## config.mk

```make
export PLATFORM = sky130hd
export DESIGN_NAME = mac32_seq_core
export DESIGN_NICKNAME = d
export VERILOG_FILES = /design/src/rtl/mac32_pkg.sv /design/src/rtl/mac32_mul_iter.sv /design/src/rtl/mac32_seq_core.sv
export SDC_FILE = /design/constraint.sdc
export NUM_CORES = 2
export LEC_CHECK = 0
export BUFFER_PORTS_ARGS = -buffer_cell sky130_fd_sc_hd__buf_2
export CORE_ASPECT_RATIO = 1.5
export CORE_MARGIN = 3
export CORE_UTILIZATION = 46
export DETAILED_ROUTE_END_ITERATION = 8
export GPL_TIMING_DRIVEN = 0
export PLACE_DENSITY = 0.68
export SETUP_SLACK_MARGIN = 0.05
export SYNTH_ARGS = -nofsm -noshare
export SYNTH_HDL_FRONTEND = slang
export SYNTH_SLANG_ARGS = --single-unit
```

## constraint.sdc

```tcl
create_clock -name clk -period 11.7 [get_ports clk]
set_clock_uncertainty 0.1 [all_clocks]
set_input_delay 1.755 -clock clk [delete_from_list [all_inputs] [get_ports clk]]
set_output_delay 1.755 -clock clk [all_outputs]
set_load 0.05 [all_outputs]
```

## src/rtl/mac32_pkg.sv

```systemverilog
`default_nettype none
// =============================================================================
// mac32_pkg : shared types, constants and helpers for the mac32 FMA core.
// Revision  : 1.0
// =============================================================================
package mac32_pkg;

   localparam int PARM_XLEN_DEF = 32;
   localparam int PARM_EXP_DEF  = 8;
   localparam int PARM_MANT_DEF = 23;
   localparam int PARM_BIAS_DEF = 127;

   localparam int MUL_CYCLES = 24;
   localparam int DP_W       = 76;

   localparam logic [31:0] CANON_NAN  = 32'h7FC0_0000;
   localparam logic [31:0] POS_INF    = 32'h7F80_0000;
   localparam logic [31:0] MAX_FINITE = 32'h7F7F_FFFF;

   typedef enum logic [2:0] {
      ST_IDLE, ST_UNPACK, ST_MUL, ST_ALIGN, ST_ADD, ST_NORM, ST_PACK, ST_DONE
   } state_t;

   typedef enum logic [1:0] {
      CLS_ZERO, CLS_NORM, CLS_INF, CLS_NAN
   } fclass_t;

   typedef struct packed {
      logic                     sign;
      logic [PARM_EXP_DEF-1:0]  exp;
      logic [PARM_MANT_DEF-1:0] mant;
   } fp32_t;

   // Subnormals classify as zero so they are flushed before entering the datapath.
   function automatic fclass_t classify(input fp32_t f);
      fclass_t cls;
      if (f.exp == '0)      cls = CLS_ZERO;
      else if (f.exp == '1) cls = (f.mant == '0) ? CLS_INF : CLS_NAN;
      else                  cls = CLS_NORM;
      return cls;
   endfunction

   function automatic logic [PARM_MANT_DEF:0] signif(input fp32_t f);
      return (classify(f) == CLS_NORM) ? {1'b1, f.mant} : '0;
   endfunction

   // Right shift that ORs every bit shifted out into bit 0 (sticky jam).
   function automatic logic [DP_W-1:0] shr_sticky(input logic [DP_W-1:0] x,
                                                   input logic [11:0]     sh);
      logic [DP_W-1:0] mask;
      logic [DP_W-1:0] y;
      if (sh >= 12'(DP_W)) begin
         y    = '0;
         y[0] = |x;
      end else begin
         mask = (DP_W'(1) << sh[6:0]) - DP_W'(1);
         y    = x >> sh[6:0];
         y[0] = y[0] | (|(x & mask));
      end
      return y;
   endfunction

endpackage
`default_nettype wire

```

## src/rtl/mac32_mul_iter.sv

```systemverilog
`default_nettype none
// =============================================================================
// mac32_mul_iter : 24x24 shift-add multiplier, one multiplier bit per cycle.
// Revision       : 1.0
// =============================================================================
module mac32_mul_iter
   import mac32_pkg::*;
(
   input  logic                    clk,
   input  logic                    rst_ni,
   input  logic                    i_start,
   input  logic [MUL_CYCLES-1:0]   i_mcand,
   input  logic [MUL_CYCLES-1:0]   i_mplier,
   output logic                    o_busy,
   output logic                    o_done,
   output logic [2*MUL_CYCLES-1:0] o_product
);

   localparam int CNT_W = $clog2(MUL_CYCLES);

   logic [2*MUL_CYCLES-1:0] r_mcand;
   logic [2*MUL_CYCLES-1:0] r_acc;
   logic [MUL_CYCLES-1:0]   r_mplier;
   logic [CNT_W-1:0]        r_cnt;
   logic                    r_busy;

   always_ff @(posedge clk or negedge rst_ni) begin
      if (!rst_ni) begin
         r_mcand  <= '0;
         r_acc    <= '0;
         r_mplier <= '0;
         r_cnt    <= '0;
         r_busy   <= 1'b0;
      end else if (i_start) begin
         r_mcand  <= {{MUL_CYCLES{1'b0}}, i_mcand};
         r_acc    <= '0;
         r_mplier <= i_mplier;
         r_cnt    <= '0;
         r_busy   <= 1'b1;
      end else if (r_busy) begin
         if (r_mplier[0]) r_acc <= r_acc + r_mcand;
         r_mcand  <= r_mcand << 1;
         r_mplier <= r_mplier >> 1;
         r_cnt    <= r_cnt + CNT_W'(1);
         if (r_cnt == CNT_W'(MUL_CYCLES - 1)) r_busy <= 1'b0;
      end
   end

   // Done flags the final iteration; the product is complete after that edge.
   assign o_done    = r_busy && (r_cnt == CNT_W'(MUL_CYCLES - 1));
   assign o_busy    = r_busy;
   assign o_product = r_acc;

endmodule
`default_nettype wire

```

## src/rtl/mac32_seq_core.sv

```systemverilog
`default_nettype none
// =============================================================================
// mac32_seq_core : multi-cycle binary32 fused multiply-add, Result = A + B*C.
// Build option ROUND_RNE_EN: nearest-even with overflow to Inf; otherwise
// truncation with overflow to max finite.
// Revision       : 1.0
// =============================================================================
module mac32_seq_core #(
   parameter int PARM_XLEN = mac32_pkg::PARM_XLEN_DEF,
   parameter int PARM_EXP  = mac32_pkg::PARM_EXP_DEF,
   parameter int PARM_MANT = mac32_pkg::PARM_MANT_DEF,
   parameter int PARM_BIAS = mac32_pkg::PARM_BIAS_DEF
) (
   input  logic                 clk,
   input  logic                 rst_ni,
   input  logic                 valid_i,
   output logic                 ready_o,
   input  logic [PARM_XLEN-1:0] A_i,
   input  logic [PARM_XLEN-1:0] B_i,
   input  logic [PARM_XLEN-1:0] C_i,
   output logic                 valid_o,
   input  logic                 ready_i,
   output logic [PARM_XLEN-1:0] Result_o
);
   import mac32_pkg::*;

   localparam int EXP_MAX = (1 << PARM_EXP) - 1;
`ifdef ROUND_RNE_EN
   localparam bit RND_RNE = 1'b1;
`else
   localparam bit RND_RNE = 1'b0;
`endif

   state_t r_state, w_state_nxt;

   logic [PARM_XLEN-1:0] r_a_raw, r_b_raw, r_c_raw;
   fp32_t                w_fa, w_fb, w_fc;
   fclass_t              r_cls_a, r_cls_b, r_cls_c;
   logic                 r_sa, r_sp;
   logic [7:0]           r_ea;
   logic signed [9:0]    r_ep;
   logic [PARM_MANT:0]   r_siga, r_sigb, r_sigc;

   logic                 w_mul_start, w_mul_busy, w_mul_done;
   logic [47:0]          w_prod;

   logic [DP_W-1:0]      r_al_a, r_al_p, w_al_a, w_al_p, w_aword, w_pword;
   logic signed [11:0]   r_ebig, w_ebig, w_ea_s, w_ep_s;
   logic [11:0]          w_diff;

   logic [DP_W-1:0]      r_sum, w_sum;
   logic                 r_ssum, w_ssum;

   logic [6:0]           w_lead, w_nshift;
   logic [DP_W-1:0]      r_norm;
   logic signed [11:0]   r_exp_n, w_exp_r;
   logic                 r_zero;

   logic                 w_guard, w_round, w_sticky, w_inc;
   logic [24:0]          w_mant25;
   logic [22:0]          w_frac;
   logic [31:0]          w_num, w_pack, r_result;
   logic                 w_any_nan, w_inf_zero, w_a_inf, w_p_inf;

   assign w_fa = r_a_raw;
   assign w_fb = r_b_raw;
   assign w_fc = r_c_raw;

   mac32_mul_iter u_mul (
      .clk       (clk),
      .rst_ni    (rst_ni),
      .i_start   (w_mul_start),
      .i_mcand   (r_sigb),
      .i_mplier  (r_sigc),
      .o_busy    (w_mul_busy),
      .o_done    (w_mul_done),
      .o_product (w_prod)
   );

   always_ff @(posedge clk or negedge rst_ni) begin
      if (!rst_ni) r_state <= ST_IDLE;
      else         r_state <= w_state_nxt;
   end

   always_comb begin
      w_state_nxt = r_state;
      ready_o     = 1'b0;
      valid_o     = 1'b0;
      w_mul_start = 1'b0;
      case (r_state)
         ST_IDLE: begin
            ready_o = 1'b1;
            if (valid_i) w_state_nxt = ST_UNPACK;
         end
         ST_UNPACK: w_state_nxt = ST_MUL;
         ST_MUL: begin
            w_mul_start = !w_mul_busy;
            if (w_mul_done) w_state_nxt = ST_ALIGN;
         end
         ST_ALIGN: w_state_nxt = ST_ADD;
         ST_ADD:   w_state_nxt = ST_NORM;
         ST_NORM:  w_state_nxt = ST_PACK;
         ST_PACK:  w_state_nxt = ST_DONE;
         ST_DONE: begin
            valid_o = 1'b1;
            if (ready_i) w_state_nxt = ST_IDLE;
         end
         default:  w_state_nxt = ST_IDLE;
      endcase
   end

   // Both 48-bit words share one scale; bit 75 is carry headroom, bits 26:0 alignment room.
   always_comb begin
      w_ea_s  = $signed({4'b0, r_ea});
      w_ep_s  = {{2{r_ep[9]}}, r_ep};
      w_aword = {2'b0, r_siga, 50'b0};
      w_pword = {1'b0, w_prod, 27'b0};
      w_al_a  = w_aword;
      w_al_p  = w_pword;
      w_ebig  = w_ea_s;
      w_diff  = '0;
      if (w_prod == '0) begin
         w_ebig = w_ea_s;
      end else if (r_siga == '0) begin
         w_ebig = w_ep_s;
      end else if (w_ep_s >= w_ea_s) begin
         w_ebig = w_ep_s;
         w_diff = w_ep_s - w_ea_s;
         w_al_a = shr_sticky(w_aword, w_diff);
      end else begin
         w_ebig = w_ea_s;
         w_diff = w_ea_s - w_ep_s;
         w_al_p = shr_sticky(w_pword, w_diff);
      end
   end

   always_comb begin
      w_sum  = r_al_a + r_al_p;
      w_ssum = r_sa;
      if (r_sa != r_sp) begin
         if (r_al_a >= r_al_p) begin
            w_sum  = r_al_a - r_al_p;
            w_ssum = r_sa;
         end else begin
            w_sum  = r_al_p - r_al_a;
            w_ssum = r_sp;
         end
      end
   end

   always_comb begin
      w_lead = '0;
      for (int i = 0; i < DP_W; i++) begin
         if (r_sum[i]) w_lead = 7'(i);
      end
      w_nshift = 7'(DP_W - 1) - w_lead;
   end

   always_comb begin
      w_guard  = r_norm[51];
      w_round  = r_norm[50];
      w_sticky = |r_norm[49:0];
      w_inc    = RND_RNE & w_guard & (w_round | w_sticky | r_norm[52]);
      w_mant25 = {1'b0, r_norm[75:52]} + 25'(w_inc);
      w_frac   = w_mant25[24] ? w_mant25[23:1] : w_mant25[22:0];
      w_exp_r  = w_mant25[24] ? (r_exp_n + 12'sd1) : r_exp_n;
      if (w_exp_r < 12'sd1)
         w_num = {r_ssum, 31'b0};
      else if (w_exp_r >= $signed(12'(EXP_MAX)))
         w_num = {r_ssum, (RND_RNE ? POS_INF[30:0] : MAX_FINITE[30:0])};
      else
         w_num = {r_ssum, w_exp_r[7:0], w_frac};
   end

   always_comb begin
      w_any_nan  = (r_cls_a == CLS_NAN) || (r_cls_b == CLS_NAN) || (r_cls_c == CLS_NAN);
      w_inf_zero = ((r_cls_b == CLS_INF) && (r_cls_c == CLS_ZERO)) ||
                   ((r_cls_c == CLS_INF) && (r_cls_b == CLS_ZERO));
      w_a_inf    = (r_cls_a == CLS_INF);
      w_p_inf    = ((r_cls_b == CLS_INF) || (r_cls_c == CLS_INF)) && !w_inf_zero;
      if (w_any_nan || w_inf_zero)               w_pack = CANON_NAN;
      else if (w_a_inf && w_p_inf && (r_sa != r_sp)) w_pack = CANON_NAN;
      else if (w_a_inf)                          w_pack = {r_sa, POS_INF[30:0]};
      else if (w_p_inf)                          w_pack = {r_sp, POS_INF[30:0]};
      else if (r_zero)                           w_pack = {r_sa & r_sp, 31'b0};
      else                                       w_pack = w_num;
   end

   always_ff @(posedge clk or negedge rst_ni) begin
      if (!rst_ni) begin
         r_a_raw  <= '0;
         r_b_raw  <= '0;
         r_c_raw  <= '0;
         r_cls_a  <= CLS_ZERO;
         r_cls_b  <= CLS_ZERO;
         r_cls_c  <= CLS_ZERO;
         r_sa     <= 1'b0;
         r_sp     <= 1'b0;
         r_ea     <= '0;
         r_ep     <= '0;
         r_siga   <= '0;
         r_sigb   <= '0;
         r_sigc   <= '0;
         r_al_a   <= '0;
         r_al_p   <= '0;
         r_ebig   <= '0;
         r_sum    <= '0;
         r_ssum   <= 1'b0;
         r_norm   <= '0;
         r_exp_n  <= '0;
         r_zero   <= 1'b0;
         r_result <= '0;
      end else begin
         case (r_state)
            ST_IDLE: begin
               if (valid_i) begin
                  r_a_raw <= A_i;
                  r_b_raw <= B_i;
                  r_c_raw <= C_i;
               end
            end
            ST_UNPACK: begin
               r_cls_a <= classify(w_fa);
               r_cls_b <= classify(w_fb);
               r_cls_c <= classify(w_fc);
               r_sa    <= w_fa.sign;
               r_sp    <= w_fb.sign ^ w_fc.sign;
               r_ea    <= w_fa.exp;
               r_ep    <= $signed({2'b0, w_fb.exp} + {2'b0, w_fc.exp} - 10'(PARM_BIAS));
               r_siga  <= signif(w_fa);
               r_sigb  <= signif(w_fb);
               r_sigc  <= signif(w_fc);
            end
            ST_ALIGN: begin
               r_al_a <= w_al_a;
               r_al_p <= w_al_p;
               r_ebig <= w_ebig;
            end
            ST_ADD: begin
               r_sum  <= w_sum;
               r_ssum <= w_ssum;
            end
            ST_NORM: begin
               r_norm  <= r_sum << w_nshift;
               r_exp_n <= r_ebig + $signed({5'b0, w_lead}) - 12'sd73;
               r_zero  <= (r_sum == '0);
            end
            ST_PACK:  r_result <= w_pack;
            default: ;
         endcase
      end
   end

   assign Result_o = r_result;

endmodule
`default_nettype wire

```

==> flow_summary_export.csv <==
group,metric,value,unit
run_status,outcome,"finished, violations left",
run_status,violations,"max-capacitance violations, max-slew violations",
synth,asyncSetResetFlopFracSynth,100,%
floorplanning,floorplan.die.width,282,um
drt,via_per_inst,6.91,
global_route,grt_antenna_before_repair,28,
global_route,first_global_vias,55600,
clock_tree,cts_hold_repair.buffers,0,
placement,gpl.final_weighted_congestion,1.18,
critical_path,crit_required,12.18,ns
critical_path,timing.critical_path.slowest_cell_delay,1.06,ns
finish,finish.instance_area,57700,sq um
floorplanning,io-pin-count,134,
critical_path,worst-endpoint-arrival,8.69,ns
synth,ys_top_cells_by_count,"nand2_1 (633), dfrtp_1 (627), a21oi_1 (586)",
drt,wire_per_inst,35.4,um
clock_tree,clk_latency,0.75,ns
finish,finalNetCount,7132,
critical_path,cp_cell_instances,"ha_1 > fa_1 > nor2b_1 > o21ai_0 > a21oi_1 > nor2_1 > o2111ai_1 > nand3_1 > and2_1 > buf_2 > buf_1 > clkbuf_1 > nand2_1 > o311ai_0 > o21ai_0 > xnor2_1 > o21ai_0",
timing,timing.final.crit_period,8.21,ns
floorplanning,placement_rows,151,
clock_tree,clockRootBuffer,"clkbuf_16",
synth,synth_edf_count,0,
clock_tree,clock_buffer_count_from_cts,68,
synth,synth_cell_types,99,
placement,detailed_place.area,55200,sq um
global_route,grt-ovfl-total,0,
critical_path,worst-r2r-setup-slack,3.49,ns
drt,wirelength,291000,um
clock_tree,h-tree-depth,3,
timing,final-hold-violation-count,0,
clock_tree,clock-sinks,627,
timing,fmax,0.122,GHz
critical_path,timing.critical_path.slowest_stage_cell,"buf_1",
flow_run,max_cap_viol_count,6,
critical_path,worst-path-max-fanout,10,
synth,ys.flop_type,"dfrtp_1",
global_route,grt_start_max_net_pins,125,
drt,via_total_after_detailed_routing,56900,
hold_path,worstHoldPathType,"reg2reg",
global_route,globalRouteTotalUtil,48.7,%
critical_path,cp_common_cell,"o21ai_0",
floorplanning,chipHeight,419,um
global_route,grt_pass1_wl,409000,um
finish,fin_util,51.1,%
critical_path,worst_setup_path_end_kind,"register",
timing,max_slew.worst_pin.slew,1.60,ns
critical_path,cpLargestDelayFamily,"buffers and inverters",
synth,synth_area_leader_cell,"dfrtp_1",
placement,io_buffer_count,133,
timing,relSlewSlack,-9.88,%
timing,slew_violations,29,
finish,layout-drive-gt1-share,7.70,%
hold_path,beginning_of_the_worst_hold_path,"Result_o[2]$_DFFE_PN0P_",
drt,detailedRoute.firstIterationViolations,6449,
clock_tree,clkSlewWorstSetupHoldPaths,0.06,ns
clock_tree,tritoncts_clock_tree,"yes",
synth,mappedNetlistArea,52400,sq um
drt,postRouteAntennaNets,0,
timing,finalSetupViolCount,0,
synth,netlist.area_leader.share,29.9,%
clock_tree,ctsLongestPathBuffers,3,
synth,yosys-top-cells-area,"dfrtp_1 (30%), ha_1 (7.6%), a21oi_1 (5.6%)",
floorplanning,core_area,113000,sq um
critical_path,r2r_cells,17,
synth,count_of_mapped_cells_out_of_synthesis,6477,
synth,synth_most_common_cell,"nand2_1",
critical_path,r2r-end,"r_sum[41]$_DFFE_PN0P_",
drt,drtPass1Iterations,9,
synth,synth.ff_latch_count,627,
synth,synth_fp_nets,6904,
floorplanning,floorplan.initialDensity,46.4,%
critical_path,r2r-start,"r_al_p[0]$_DFFE_PN0N_",
hold_path,holdPathEnd,"Result_o[2]$_DFFE_PN0P_",
timing,unrepaired_setup_endpoints_after_global_routing,"no",
timing,final.setup.tns,0,ns
critical_path,worstPathBufferInverterCount,3,
placement,dp_hpwl,231000,um
floorplanning,full_die_area,118000,sq um
hold_path,timing.hold.worst_path_depth,2,
clock_tree,postCtsSetupRepairBufs,0,
synth,ys_warn_count,0,
critical_path,worst_setup_path_start_kind,"register",
synth,average_footprint_of_a_synthesized_cell,8.09,sq um
synth,synth-seq-area-share,29.9,%
critical_path,timing.setup.critical_path_class,"reg2reg",
timing,post-route-period-util,70.1,%
drt,drc_markers,0,
clock_tree,cts_repair_resize_count,0,
finish,area_growth,10.1,%
==> cell families after synthesis <==
group                      synth area share, %
buffers and inverters                     6.22
adders and majority gates                 7.94
and+or+nand+nor                           16.2
xor gates and xnor gates                  2.37
DFF                                       29.9
AOI/OAI and AO/OA                         28.0
muxes                                     9.36
==> cells in the final DEF, fill, tap and decap left out, types with 86 or more instances in the layout <==
cell type and n:
a21o_1 106, a21oi_1 584, a22o_1 121, buf_2 159
clkbuf_1 366, dfrtp_1 627, ha_1 319, inv_1 397
mux2_2 139, mux2i_1 269, nand2_1 633, nand3_1 167
nor2_1 479, nor3_1 134, nor4_1 86, o21ai_0 516
o21bai_1 88, o22ai_1 89, xnor2_1 96
==> tightest hold or removal path: stages, from the launching register on <==
cell     delay (ns)
dfrtp_1        0.34
nand2_1        0.04
o21ai_0        0.05
==> registers in the layout, summed over array words and instances, names as in the netlist, 32 cells and up <==
| signal | count |
|---|---|
| r_al_a | 74 |
| u_mul.r_mcand | 48 |
| r_al_p | 75 |
| u_mul.o_product | 48 |
| r_c_raw | 32 |
| r_a_raw | 32 |
| Result_o | 32 |
| r_sum | 76 |
| r_b_raw | 32 |
==> worst max path at each step <==
stage | from | end | slack (ns) | cells after the start
CTS | r_al_a[45]$_DFFE_PN0N_ | r_sum[55]$_DFFE_PN0P_ | 4.05 | 16
finish | r_al_p[0]$_DFFE_PN0N_ | r_sum[41]$_DFFE_PN0P_ | 3.49 | 17
global placement | rst_ni | u_mul.r_mcand[38]$_DFFE_PN0P_ | -4.41 | 1
detailed placement | r_al_a[45]$_DFFE_PN0N_ | r_sum[55]$_DFFE_PN0P_ | 4.11 | 16
floorplan | r_sum[68]$_DFFE_PN0P_ | r_exp_n[9]$_DFFE_PN0P_ | 6.92 | 22
global route | r_ea[1]$_DFFE_PN0P_ | r_al_p[43]$_DFFE_PN0N_ | 3.77 | 16
==> per-stage QoR <==
stage	hold WS, ns	worst slack [ns]	std cells
2_1_floorplan	0.349	6.92	6477
3_3_place_gp	0.361	-4.41	8063
3_5_place_dp	0.365	4.11	8079
4_1_cts	0.379	4.05	8200
5_1_grt	0.394	3.77	8214
6_report	0.369	3.49	8230
==> layout make-up <==
class,count,area (sq um)
inverter,401,1510
antenna,21,52.6
tap,1453,1820
timing repair buffer,158,1030
sequential,627,15700
clock inverter,33,484
multi-input combinational,5006,33500
buffer,443,1760
clock buffer,88,1870
fill,11100,55300
==> routing by layer <==
metal,GRT usage [%],vias to the layer above,share of wire [%]
li1,-,24400,-
met1,47.3,27400,32
met2,76.5,3568,45
met3,16.7,1534,9.5
met4,53.9,20,14
met5,0.462,-,0.063
Power is not shown: default switching activity piles up to over one toggle a cycle in this logic, so the estimate is an artifact.
